<file path="src/rtl/call_stack.sv">
// call_stack: hardware return-address stack for call/return with registered pop output
// Ports:
//   clk        - single clock, rising edge
//   rst        - asynchronous active-low reset
//   push       - store push_data on top (call)
//   push_data  - return address to store
//   pop        - remove top entry into ret_addr (return)
//   clr_err    - synchronous clear of the sticky error flags
//   ret_addr   - registered value of the last popped entry
//   STACK_POP  - one-cycle pulse: ret_addr valid, PC must load it
//   count      - number of valid entries (0..DEPTH)
//   empty/full - decodes of count
//   overflow/underflow - sticky error flags
module call_stack #(
    parameter int WIDTH = 16,
    parameter int DEPTH = 8
) (
    input  logic                     clk,
    input  logic                     rst,
    input  logic                     push,
    input  logic [WIDTH-1:0]         push_data,
    input  logic                     pop,
    input  logic                     clr_err,
    output logic [WIDTH-1:0]         ret_addr,
    output logic                     STACK_POP,
    output logic [$clog2(DEPTH):0]   count,
    output logic                     empty,
    output logic                     full,
    output logic                     overflow,
    output logic                     underflow
);
    localparam int AW = $clog2(DEPTH);
    logic [WIDTH-1:0] mem [DEPTH];
    logic [AW-1:0] top, wi;
    logic pop_ok, wr, inc, dec, ovf_ev, udf_ev;
    always_comb begin
        empty  = count == '0;
        full   = count == (AW+1)'(DEPTH);
        top    = AW'(count - 1'b1);
        pop_ok = pop && !empty;
        // push+pop on a non-empty stack replaces the top, so it is legal even when full
        wr     = push && (pop || !full);
        wi     = pop_ok ? top : count[AW-1:0];
        inc    = push && !full && (!pop || empty);
        dec    = pop_ok && !push;
        ovf_ev = push && !pop && full;
        udf_ev = pop && empty;
    end
    always_ff @(posedge clk) begin
        if (wr) mem[wi] <= push_data;
    end
    always_ff @(posedge clk or negedge rst) begin
        if (!rst) begin
            count     <= '0;
            ret_addr  <= '0;
            STACK_POP <= 1'b0;
            overflow  <= 1'b0;
            underflow <= 1'b0;
        end else begin
            count     <= count + (AW+1)'(inc) - (AW+1)'(dec);
            STACK_POP <= pop_ok;
            if (pop_ok) ret_addr <= mem[top];
            overflow  <= ovf_ev | (overflow & ~clr_err);
            underflow <= udf_ev | (underflow & ~clr_err);
        end
    end
endmodule
</file>
<file path="config.mk">
export PLATFORM = sky130hd
export DESIGN_NAME = call_stack
export DESIGN_NICKNAME = d
export VERILOG_FILES = /design/src/rtl/call_stack.sv
export SDC_FILE = /design/constraint.sdc
export NUM_CORES = 1
export LEC_CHECK = 0
export CAP_MARGIN = 0
export CORE_ASPECT_RATIO = 1.1
export CORE_MARGIN = 5
export CORE_UTILIZATION = 58
export CTS_CLUSTER_DIAMETER = 40
export DETAILED_ROUTE_END_ITERATION = 8
export GPL_TIMING_DRIVEN = 0
export MAX_ROUTING_LAYER = met4
export PLACE_DENSITY = 0.88
export REMOVE_ABC_BUFFERS = 1
export SLEW_MARGIN = 20
export SYNTH_ARGS = -nofsm -noshare
export SYNTH_HDL_FRONTEND = slang
export SYNTH_SLANG_ARGS = --single-unit
</file>
<file path="constraint.sdc">
create_clock -name clk -period 3.5 [get_ports clk]
set_input_delay 1.05 -clock clk [delete_from_list [all_inputs] [get_ports clk]]
set_output_delay 1.05 -clock clk [all_outputs]
set_load 0.01 [all_outputs]
</file>
==> After elaboration in Yosys (flattened, before gate mapping) <==
Memory sizes are Yosys's and may differ from the RTL's. A register that Yosys moved wholly into a read port is not among the register bits.
Index checks and enable logic that the tools add are counted.
{ "classes": {"n_addsub": 3, "eq_ne": 1, "mux": 3, "n_bitwise": 5, "reduce_logical": 16} }
{ "op_table": {"columns": ["operator", "count"], "rows": [
  ["logical AND 1 bit", 8],
  ["zero test 1 bit", 5],
  ["adder 4 x 1 -> 4 bit", 1],
  ["equality test 4 bit, second input constant", 1],
  ["zero test 4 bit", 1],
  ["subtractor 4 x 1 -> 4 bit", 1],
  ["2-to-1 mux 3 bit", 1],
  ["subtractor 3 x 1 -> 3 bit, second input constant", 1],
  ["AND 1 bit", 2],
  ["logical OR 1 bit", 2],
  ["2-to-1 mux 1 bit", 2],
  ["OR 1 bit", 2],
  ["NOT 1 bit", 1]
]} }
{ "word_totals": {"regBits": 7, "mem_bits_rw": 128, "inputBits": 21, "out_inout_bits": 25, "memories": 1} }
{ "memory_table": {"columns": ["memory", "depth", "word_bits", "rd", "rd_clocked_by_memory_dff", "wr", "line", "text"], "rows": [
  ["mem", 8, 16, 1, 1, 1, "33", "logic [WIDTH-1:0] mem [DEPTH];"]
]} }

==> Longest topological paths before layout <==
{ "depth": {"ltp_word": 6, "depth_mapped": 12, "ltp_nobuf": 10} }

==> Worst setup path before layout <==
OpenSTA, ideal clock, no wires.
{ "synth_timing": {"path_kind": "reg-to-reg", "from": "reg count[0]", "to": "mem mem[1][0] (enable)", "setup_ns": 0.390, "t_arrival_ns": 2.433, "required_time_ns": 3.110, "setup_slack_ns": 0.677, "path_stages_with_launch": 7, "period_less_slack_ns": 2.823, "cell_sequence": "dfrtp_1 > inv_2 > ha_1 > buf_6 > and2_1 > a2111oi_4 > nor2b_1"} }
{ "synth_between": {"elab_cells_between_ends": 11, "classes_between": "add/sub: 1; eq/ne: 1; mux: 3; reduce/logical: 6"} }
{ "synth_lines": {"columns": ["item", "line", "text"], "rows": [
  ["from (decl)", "26", "output logic [$clog2(DEPTH):0] count,"],
  ["from (signal assigned)", "60", "count <= count + (AW+1)'(inc) - (AW+1)'(dec);"],
  ["zero test 4 bit", "37", "empty = count == '0;"],
  ["net empty", "27", "output logic empty,"],
  ["zero test 1 bit", "40", "pop_ok = pop && !empty;"],
  ["logical AND 1 bit", "40", null],
  ["2-to-1 mux 3 bit", "43", "wi = pop_ok ? top : count[AW-1:0];"],
  ["to (decl)", "33", null]
]} }
The timed path passes the listed nets, and every way through them passes these cells.

==> Worst setup path in the final report <==
{ "layout_timing": {"from": "in pop", "to": "mem mem[1][0] (enable)"} }
{ "layout_between": {"elab_chain_cells": 4, "elab_cells_between_ends": 6, "classes_between": "mux: 3; reduce/logical: 3"} }
{ "layout_lines": {"columns": ["item", "line", "text"], "rows": [
  ["from (decl)", "22", "input logic pop,"],
  ["logical OR 1 bit", "42", "wr = push && (pop || !full);"],
  ["logical AND 1 bit", "42", null],
  ["2-to-1 mux 1 bit", "50", "if (wr) mem[wi] <= push_data;"],
  ["2-to-1 mux 1 bit (implied by the code)", "50", null]
]} }
Several ways; a longest one is shown, not always the timed one.

==> flow_metrics.tcl <==
set metrics [dict create \
    cts_tree "built" \
    holdBufCountCts 0 \
    synth_compound_gate_area_share_pct 8.02 \
    worstReg2RegStart "count[2]" \
    cap_viol_max_count 0 \
    num-nets-final 439 \
    clk_path_buf_depth 2 \
    hold_start "ret_addr[6]" \
    fin_crit_ps 3400 \
    largest_net_degree_at_the_start_of_global_routing 40 \
    cts_sinks 151 \
    fp.coreArea_sq_mm 0.0104 \
    critical_path.endpoint_type "register" \
    via_count_of_the_first_global_routing_pass 3614 \
    post_synth_and_or_nand_nor_area_fraction_pct 2.86 \
    dpl.hpwl_microns 7420 \
    grt_remaining_overflow 0 \
    clkTransAtPathRegs_ps 60 \
    vdd_ir_drop_max_uv 583 \
    grt_usage_pct 22.6 \
    final_common_cell "sky130_fd_sc_hd__edfxtp_1" \
    ys_types 37 \
    first_iter_violations 379 \
    synth.area.mux_share_pct 12.0 \
    met1_usage_pct 28.0 \
    maxSlewHeadroom_pct 54.5 \
    floorplan_die_area_sq_mm 0.0128 \
    post-route-cell-area_sq_mm 0.00740 \
    post_synth_xor_area_fraction_pct 0.995 \
    ioPinCount 46 \
    ys_warns 0 \
    rsz0062_at_grt "false" \
    post_cts_buffers 0 \
    wire_length_of_the_first_global_routing_pass_microns 20400 \
    slew_viol_final 0 \
    timing_hold_violations_final 0 \
    setup_violations 0 \
    synth_sequential_area_ratio_pct 71.7 \
    worst_pin_slew_ps 683 \
    p_per_area_mw_per_mm2 987 \
    post_dp_cell_area_sq_mm 0.00681 \
    p_leak_nw 2.57 \
    final.setup.tns_ps 0 \
    required_ps 3630 \
    detail_route.vias_per_cell 6.14 \
    die_h_microns 118 \
    drtPass1Iterations 5 \
    place_congestion 0.800 \
    layout_common_cells "sky130_fd_sc_hd__edfxtp_1, sky130_fd_sc_hd__mux2_2, sky130_fd_sc_hd__clkdlybuf4s50_1" \
    worst-setup-path-type "in -> reg" \
    area_delta_synth_final_pct 20.0 \
    hp-class "reg -> reg" \
    remaining_drc_errors 0 \
    top_usage_layer "met2" \
    globalRouteMet3Util_pct 5.87 \
    insertedDiodeCount 0 \
    wl_per_cell_microns 23.0 \
    placement_rows 39 \
    vias 3482 \
    crit_path_max_fanout 38 \
    combinational_family_with_the_most_area_after_synthesis "multiplexers" \
    netlist_instances 356 \
    floorplan.initialDensity_pct 59.3 \
    clock_latency_on_the_worst_skew_pair_ps 420 \
    worstPathArrival_ps 3520 \
    worst_setup_path_start_kind "primary input" \
    grt.met2_usage_pct 35.9 \
    die_width_microns 108 \
    clockRootBuffer "sky130_fd_sc_hd__clkbuf_16" \
    number_of_buffers_created_by_cts 17 \
    synth.avg_cell_area_sq_um 17.3 \
    timing.clock.skew_ps 9.69 \
    wire_length_after_detailed_routing_microns 13100 \
    layout_worst_path_cycle_share_pct 97.1 \
    htree_levels 4 \
    achievable_clock_frequency_mhz 294 \
    synth_adder_area_share_pct 1.54 \
    synth_area_sq_mm 0.00616 \
    source_of_the_critical_timing_path "pop" \
    synth-seq-cells 151 \
    antenna_found_initial 0 \
    portBuffers 45 \
    final_layout_size_suffix_gt1_share_pct 26.7 \
    antenna_violating_nets_left 0 \
    status "finished clean" \
]
[routing by layer]
metal	wire, microns	vias up
met5	0	-
li1	-	1504
met3	790	24
met1	5110	1806
met4	250	0
met2	6910	148
[flip-flops by register name (all words and copies together) (netlist names)]
register,count
mem,128
ret_addr,16
count,4
STACK_POP,1
overflow,1
underflow,1
[power by group]
| group | total (mW) | internal, mW | switching, mW |
|---|---|---|---|
| Sequential | 2.57 | 2.39 | 0.185 |
| Combinational | 2.95 | 1.36 | 1.58 |
| Clock | 1.78 | 1.05 | 0.727 |
[cells by family after synthesis]
kind of cell,Yosys count
buffers and inverters,29
AOI/OAI and AO/OA,61
DFF,151
muxes,66
and+or+nand+nor,38
xor gates and xnor gates,4
adders and majority gates,7
[critical path: stages]
cell                              delay, ps
sky130_fd_sc_hd__clkdlybuf4s50_1        500
sky130_fd_sc_hd__a21bo_4                610
sky130_fd_sc_hd__nor2_1                 180
sky130_fd_sc_hd__a2111oi_4              410
sky130_fd_sc_hd__nor2b_2                510
sky130_fd_sc_hd__buf_8                  240
[worst paths after layout]
check	to	slack (ps)	cells past startpoint
min in group asynchronous	ret_addr[5]	660	1
max	mem[1][0]	100	6
min reg2reg	ret_addr[6]	480	2
max in group asynchronous	ret_addr[2]	2390	1
min	ret_addr[6]	480	2
max reg2reg	mem[1][0]	270	7
[area by class of cell]
cell class,instances,area [sq um]
tap,143,179
fill,583,3000
clock buffer,17,425
multi-input combinational,176,1610
timing repair buffer,53,571
sequential,151,4420
clock inverter,15,151
inverter,12,45.0
[what timing repair did]
| action | in CTS | in global routing |
|---|---|---|
| hold endpoints to repair | 0 | 0 |
| gates resized for setup | 1 | 2 |
| setup endpoints to repair | 75 | 17 |
[through the flow]
stage / utilization, % / hold slack, ps / setup WS, ps / cells / power (mW)
2_1_floorplan: - / 517 / -295 / 339 / 4.48
3_3_place_gp: 64.1 / 468 / -1740 / 527 / 5.10
3_5_place_dp: 65.5 / 475 / -698 / 535 / 5.48
4_1_cts: 71.1 / 489 / 35.1 / 567 / 7.31
5_1_grt: 71.2 / 526 / 33.6 / 567 / 7.61
6_report: 71.2 / 482 / 102 / 567 / 7.30
[synthesized netlist by cell type]
cell type	number	share of area, %
sky130_fd_sc_hd__edfxtp_1	128	62
sky130_fd_sc_hd__mux2_2	45	8.2
sky130_fd_sc_hd__o22ai_1	32	3.2
sky130_fd_sc_hd__dfrtp_1	23	9.3
sky130_fd_sc_hd__nand2_1	20	1.2
sky130_fd_sc_hd__mux2_1	19	3.5
sky130_fd_sc_hd__inv_1	11	0.67
sky130_fd_sc_hd__o31ai_2	10	2.0
sky130_fd_sc_hd__buf_4	6	0.73
sky130_fd_sc_hd__ha_1	6	1.2
sky130_fd_sc_hd__nor2_1	6	0.37
sky130_fd_sc_hd__o31ai_1	6	0.73
sky130_fd_sc_hd__buf_2	5	0.41
sky130_fd_sc_hd__buf_6	5	0.91
sky130_fd_sc_hd__nor2b_1	4	0.41
sky130_fd_sc_hd__a32oi_1	3	0.43
sky130_fd_sc_hd__nand2_2	3	0.30
sky130_fd_sc_hd__a21oi_1	2	0.16
sky130_fd_sc_hd__a32o_1	2	0.32
sky130_fd_sc_hd__and2_1	2	0.20
sky130_fd_sc_hd__mux2i_1	2	0.32
sky130_fd_sc_hd__a2111oi_4	1	0.45
sky130_fd_sc_hd__a21bo_1	1	0.16
sky130_fd_sc_hd__a21o_1	1	0.12
sky130_fd_sc_hd__a22o_1	1	0.14
sky130_fd_sc_hd__buf_1	1	0.061
sky130_fd_sc_hd__fa_1	1	0.32
sky130_fd_sc_hd__inv_2	1	0.061
sky130_fd_sc_hd__nand2_4	1	0.18
sky130_fd_sc_hd__nand2b_1	1	0.10
sky130_fd_sc_hd__nand3_1	1	0.081
sky130_fd_sc_hd__o2111ai_1	1	0.14
sky130_fd_sc_hd__o21ai_0	1	0.081
sky130_fd_sc_hd__xnor2_1	1	0.14
sky130_fd_sc_hd__xnor2_4	1	0.45
sky130_fd_sc_hd__xor2_1	1	0.14
sky130_fd_sc_hd__xor2_2	1	0.26
Power figures use the tool's default switching activity.
